===== config.mk =====
export PLATFORM = sky130hd
export DESIGN_NAME = seq_detect_param
export DESIGN_NICKNAME = d
export VERILOG_FILES = /design/src/rtl/seq_detect_param.sv
export SDC_FILE = /design/constraint.sdc
export NUM_CORES = 1
export LEC_CHECK = 0
export ABC_AREA = 1
export BUFFER_PORTS_ARGS = -buffer_cell sky130_fd_sc_hd__buf_2
export CAP_MARGIN = 20
export CORE_MARGIN = 8
export CORE_UTILIZATION = 45
export DETAILED_ROUTE_END_ITERATION = 7
export PLACE_DENSITY = 0.68
export SETUP_SLACK_MARGIN = 0.3
export SYNTH_ARGS = -nofsm -noshare
export SYNTH_HDL_FRONTEND = slang
export SYNTH_SLANG_ARGS = --single-unit

===== constraint.sdc =====
create_clock -name clk -period 2.3 [get_ports clk]
set_clock_uncertainty 0.2 [all_clocks]
set_input_delay 0.46 -clock clk [delete_from_list [all_inputs] [get_ports clk]]
set_output_delay 0.46 -clock clk [all_outputs]
set_load 0.01 [all_outputs]

===== src/rtl/seq_detect_param.sv =====
// Serial sequence detector: compares the last WIDTH accepted bits with a loadable pattern.
// Defining SEQ_DETECT_MASK_EN adds pat_mask_in and per-position don't-care masking.
module seq_detect_param #(
  parameter int              WIDTH   = 4,
  parameter logic [WIDTH-1:0] PATTERN = 4'b1101,
  parameter int              CNT_W   = 8
) (
  input  logic             clk,
  input  logic             rst_n,
  input  logic             din_valid,
  input  logic             din,
  input  logic             overlap,
  input  logic             pat_load,
  input  logic [WIDTH-1:0] pat_in,
`ifdef SEQ_DETECT_MASK_EN
  input  logic [WIDTH-1:0] pat_mask_in,
`endif
  output logic             flag,
  output logic [CNT_W-1:0] match_cnt
);

  localparam int FW = $clog2(WIDTH + 1);
  localparam logic [FW-1:0] FILL_FULL = FW'(WIDTH);
  localparam logic [FW-1:0] FILL_ARM  = FW'(WIDTH - 1);

  // Only the WIDTH-1 newest bits are kept; the incoming din completes the window.
  logic [WIDTH-2:0] hist;
  logic [FW-1:0]    fill;
  logic [WIDTH-1:0] pat;
  logic [WIDTH-1:0] win;
  logic             accept;
  logic             hit;
`ifdef SEQ_DETECT_MASK_EN
  logic [WIDTH-1:0] mask;
`endif

  // din is consumed on an edge where din_valid is high and no pattern load is in
  // progress; there is no back-pressure, so every such bit is taken.
  always_comb begin
    accept = din_valid && !pat_load;
    win    = {hist, din};
`ifdef SEQ_DETECT_MASK_EN
    hit    = accept && (fill >= FILL_ARM) && (((win ^ pat) & ~mask) == '0);
`else
    hit    = accept && (fill >= FILL_ARM) && (win == pat);
`endif
  end

  always_ff @(posedge clk) begin
    if (!rst_n) begin
      hist      <= '0;
      fill      <= '0;
      pat       <= PATTERN;
      flag      <= 1'b0;
      match_cnt <= '0;
`ifdef SEQ_DETECT_MASK_EN
      mask      <= '0;
`endif
    end else if (pat_load) begin
      pat       <= pat_in;
      fill      <= '0;
      flag      <= 1'b0;
      match_cnt <= '0;
`ifdef SEQ_DETECT_MASK_EN
      mask      <= pat_mask_in;
`endif
    end else begin
      flag <= hit;
      if (din_valid) begin
        hist <= win[WIDTH-2:0];
        // Non-overlapping mode restarts the fill so the next match needs fresh bits.
        if (hit && !overlap)
          fill <= '0;
        else if (fill != FILL_FULL)
          fill <= fill + FW'(1);
      end
      if (hit && (match_cnt != '1))
        match_cnt <= match_cnt + CNT_W'(1);
    end
  end

endmodule


After elaboration in Yosys (flattened, before gate mapping)
Cells that the tools add are included.
- equality and inequality tests: 3
- mux-type cells: 2
- bitwise operators: 2
- reductions and logical operators: 11
- add/sub/neg operators: 2
- order comparisons: 1
- operators with widths (kind ; number):
    $add 8x1->8 const B ; 1
    $ne 8x8->1 const B ; 1
    $mux 3 ; 2
    $logic_and 1x1->1 ; 5
    $eq 4x4->1 ; 1
    $reduce_and 2->1 ; 2
    $add 3x1->3 const B ; 1
    $ge 3x2->1 const B ; 1
    $ne 3x3->1 const B ; 1
    $logic_not 1->1 ; 2
    $not 1->1 ; 2
    $reduce_bool 2->1 ; 1
    $reduce_or 2->1 ; 1
- output and inout port bits: 9
- word-level logic and storage cells: 26
- register bits: 19
- input bits: 10

Longest topological paths before layout
- depth in word-level cells: 7
- gate-level depth with buffers: 11
- depth with buffers taken out: 11

Worst setup path before layout
No wires, ideal clock.
- path type: reg-to-reg
- from: reg match_cnt[0]
- to: reg match_cnt[0]
- arrival: 1363 ps
- library setup time: 125 ps
- stages on the path, launching flop included: 9
- setup slack: 612 ps
- clock period less this slack: 1688 ps
- buffers on the path: 0
- path through: dfxtp_1 -> ha_1 -> nand2_1 -> nor2_1 -> nand2_1 -> nand3_4 -> clkinv_4 -> o21ai_2 -> a21oi_2
- word-level cells in the longest chain between the ends: 2
- RTL lines (element ; line ; text):
    from (decl) ; 19 ; output logic [CNT_W-1:0] match_cnt
    from (signal assigned) ; 78 ; match_cnt <= match_cnt + CNT_W'(1);
    branches (longest 2 deep; another with $add 8x1->8) ; - ;
Several ways; the timed one is not identified.
A chain may end at the register's enable or synchronous reset.

Final worst setup path
- from: reg fill[0]
- to: reg fill[0]
- word-level cells in the longest chain between the ends: 6
- RTL lines (element ; line ; text):
    from (decl) ; 28 ; logic [FW-1:0] fill;
    from (signal assigned) ; 75 ; fill <= fill + FW'(1);
    $ge 3x2->1 ; 45 ; hit = accept && (fill >= FILL_ARM) && (win == pat);
    $logic_and 1x1->1 (2 in a row) ; 45 ;
    $logic_and 1x1->1 ; 72 ; if (hit && !overlap)
    $reduce_bool 2->1 (no source line) ; - ;
    $reduce_and 2->1 (no source line) ; - ;
Parallel ways exist; a longest one is shown, timed or not. The select of a mux whose other input is x is not followed.

==> results.cfg <==
[yosys]
syn-num-nets = 149
yosysMostFrequentCell = nand2_1
seq_area_frac_synth_pct = 37.5
syn_avg_cell_area_um2 = 7.52
synth_cells = 135
async_reset_ff_share_pct = 0
synth_edf_count = 0
synth.distinct_cells = 22
synth_top_area_share_pct = 37.5
yosysWarningCount = 0
synth.ff_latch_count = 19
synth.area.top_cells = dfxtp_1 (37%), nand2_1 (13%), a21oi_1 (6.9%), inv_1 (6.3%), ha_1 (4.9%)
synthFlopType = dfxtp_1
syn-cell-area_um2 = 1010
synth_top_area_cell = dfxtp_1
synth_common_cells = nand2_1 (34), dfxtp_1 (19), inv_1 (17)

[power_and_ir_drop]
total_power_uw = 579
p_leak_nw = 0.568
max-vdd-ir-drop_mv = 0.276
p_per_area_nw_per_um2 = 500

[die]
start_util_pct = 46.8
io_pins = 19
num_rows = 17
dieArea_um2 = 4030
die_y_um = 63.5
core_area_um2 = 2170
die_x_um = 63.5

[timing]
rsz0062_at_grt = no
timing.setup.tns_ps = 0
worst_pin_slew_ps = 407
slew_violations = 0
whs_ps = 173
fmax_mhz = 558
period_minus_slack_ps = 1790
final-hold-violation-count = 0
setup_viol = 0
relSlewSlack_pct = 72.8
post-route-period-util_pct = 77.9

[global_route]
grt_pass1_vias = 803
grt-ovfl-total = 0
gr-usage-all-layers_pct = 10.0
grt_pass1_wl_mm = 3.36
grt_max_degree = 11
antenna_found_initial = 0

[min_path]
hp-start = pat_in[2]
hp-class = primary input to register

[cts]
cts_setup_buffers = 0
h-tree-depth = 1
clkTransAtPathRegs_ps = 110
worstSkewPairLatency_ps = 300
ctsResizeCount = 0
cts_tree = built
clkSinkCount = 19
clock_path_buffers = 2
cts_root_buf = clkbuf_4
hold_buffers = 0
cts_buffers = 3

[layout]
fin_area_um2 = 1160
antenna-diode-count = 0
layout-drive-gt1-share_pct = 20.5
syn_to_final_growth_pct = 14.2
fin_cells = 184
n_fill_cell = 234
nNetsFinal = 171

[routing]
drtPass1Iterations = 4
wirelength_mm = 1.93
post_drt_via_cell_ratio = 4.77
wire_per_inst_um = 10.5
drc = 0
ant_nets = 0
vias = 877
dr.first_iter.drc_count = 20

[place]
port_buffers = 18
routabilityCongestion = 0.821
placedCellCount = 180
hpwl_mm = 1.53
placed_area_um2 = 1130

[worst_setup_path]
cp-start-kind = register
arrival_ps = 1790
rr_startpoint = fill[0]
crit_fanout = 5
crit_start = fill[0]
crit_required_ps = 2300
end_kind = register
critPathKind = register to register

[run_status]
outcome = complete, no violations

[flow_run]
drv_cap = 0
## layer usage
| metal | vias up | global-route usage, % | share of wire, % |
|---|---|---|---|
| met5 | - | 0 | 0 |
| met4 | 0 | 5.01 | 1.5 |
| met3 | 4 | 3.00 | 3.6 |
| met2 | 13 | 16.6 | 45 |
| met1 | 388 | 11.3 | 50 |
| li1 | 472 | - | - |
## logic make-up after synthesis
family	count (synthesis)	share of synthesized area [%]
AOI/OAI and AO/OA	24	12.6
adders and majority gates	4	4.93
xor gates and xnor gates	7	6.04
buffers and inverters	20	8.26
DFF	19	37.5
and+or+nand+nor	61	30.7
## critical path, stage by stage (launching register included)
cell and delay [ps]:
dfxtp_1 420, ha_1 180, ha_1 130, nor2_1 40
nand2_1 110, nand3_4 100, nor2_8 110, nand3_2 110
nand2_2 120, nand3_1 80, nand2_1 60, nor2_1 40
## placed cells by master (no fill, tap or decap)
| master | n |
|---|---|
| inv_1 | 17 |
| dfxtp_1 | 19 |
| nand2_1 | 34 |
| nand3_1 | 8 |
| nor2_2 | 1 |
| xnor2_1 | 2 |
| clkbuf_1 | 1 |
| ha_1 | 4 |
| o21ai_1 | 1 |
| nor2_8 | 2 |
| nand3_4 | 2 |
| a21oi_1 | 14 |
| inv_2 | 1 |
| a21oi_2 | 1 |
| xor2_1 | 5 |
| nand3_2 | 1 |
| clkinv_4 | 1 |
| buf_2 | 18 |
| nor2_1 | 11 |
| clkbuf_4 | 3 |
| o21ai_2 | 1 |
| nand2_2 | 1 |
| o21ai_0 | 7 |
| nor3_1 | 1 |
## flip-flops by register name, indices dropped and copies added (netlist names)
name and flops:
fill 3, flag 1, hist 3, match_cnt 8, pat 4
## layout make-up
class                   instances  area [um^2]  share of cell area (%)
repair buffers                 18         90.1                    7.78
well taps                      28         35.0                    3.02
clock buffers                   4         26.3                    2.27
flip-flops and latches         19          380                    32.8
inverters                      19         76.3                    6.59
multi-input cells              96          551                    47.5
## worst paths after layout
| path | to | slack (ps) | depth (start not counted) |
|---|---|---|---|
| worst max-delay path | fill[0] | 510 | 11 |
| worst min register to register | hist[2] | 270 | 2 |
| worst max register to register | fill[0] | 510 | 11 |
| worst min-delay path | pat[2] | 170 | 3 |
## report_power, final
part	switching, mW	total [mW]	internal (mW)
registers	0.00748	0.347	0.339
clock network	0.101	0.168	0.0676
logic	0.0402	0.0640	0.0238
## metrics by stage
stage	setup WS [ps]	util, %
6_report	508	53.4
5_1_grt	357	53.4
4_1_cts	495	53.4
3_5_place_dp	514	52.2
3_3_place_gp	517	52.2
2_1_floorplan	612	-
(Power assumes the default switching activity.)
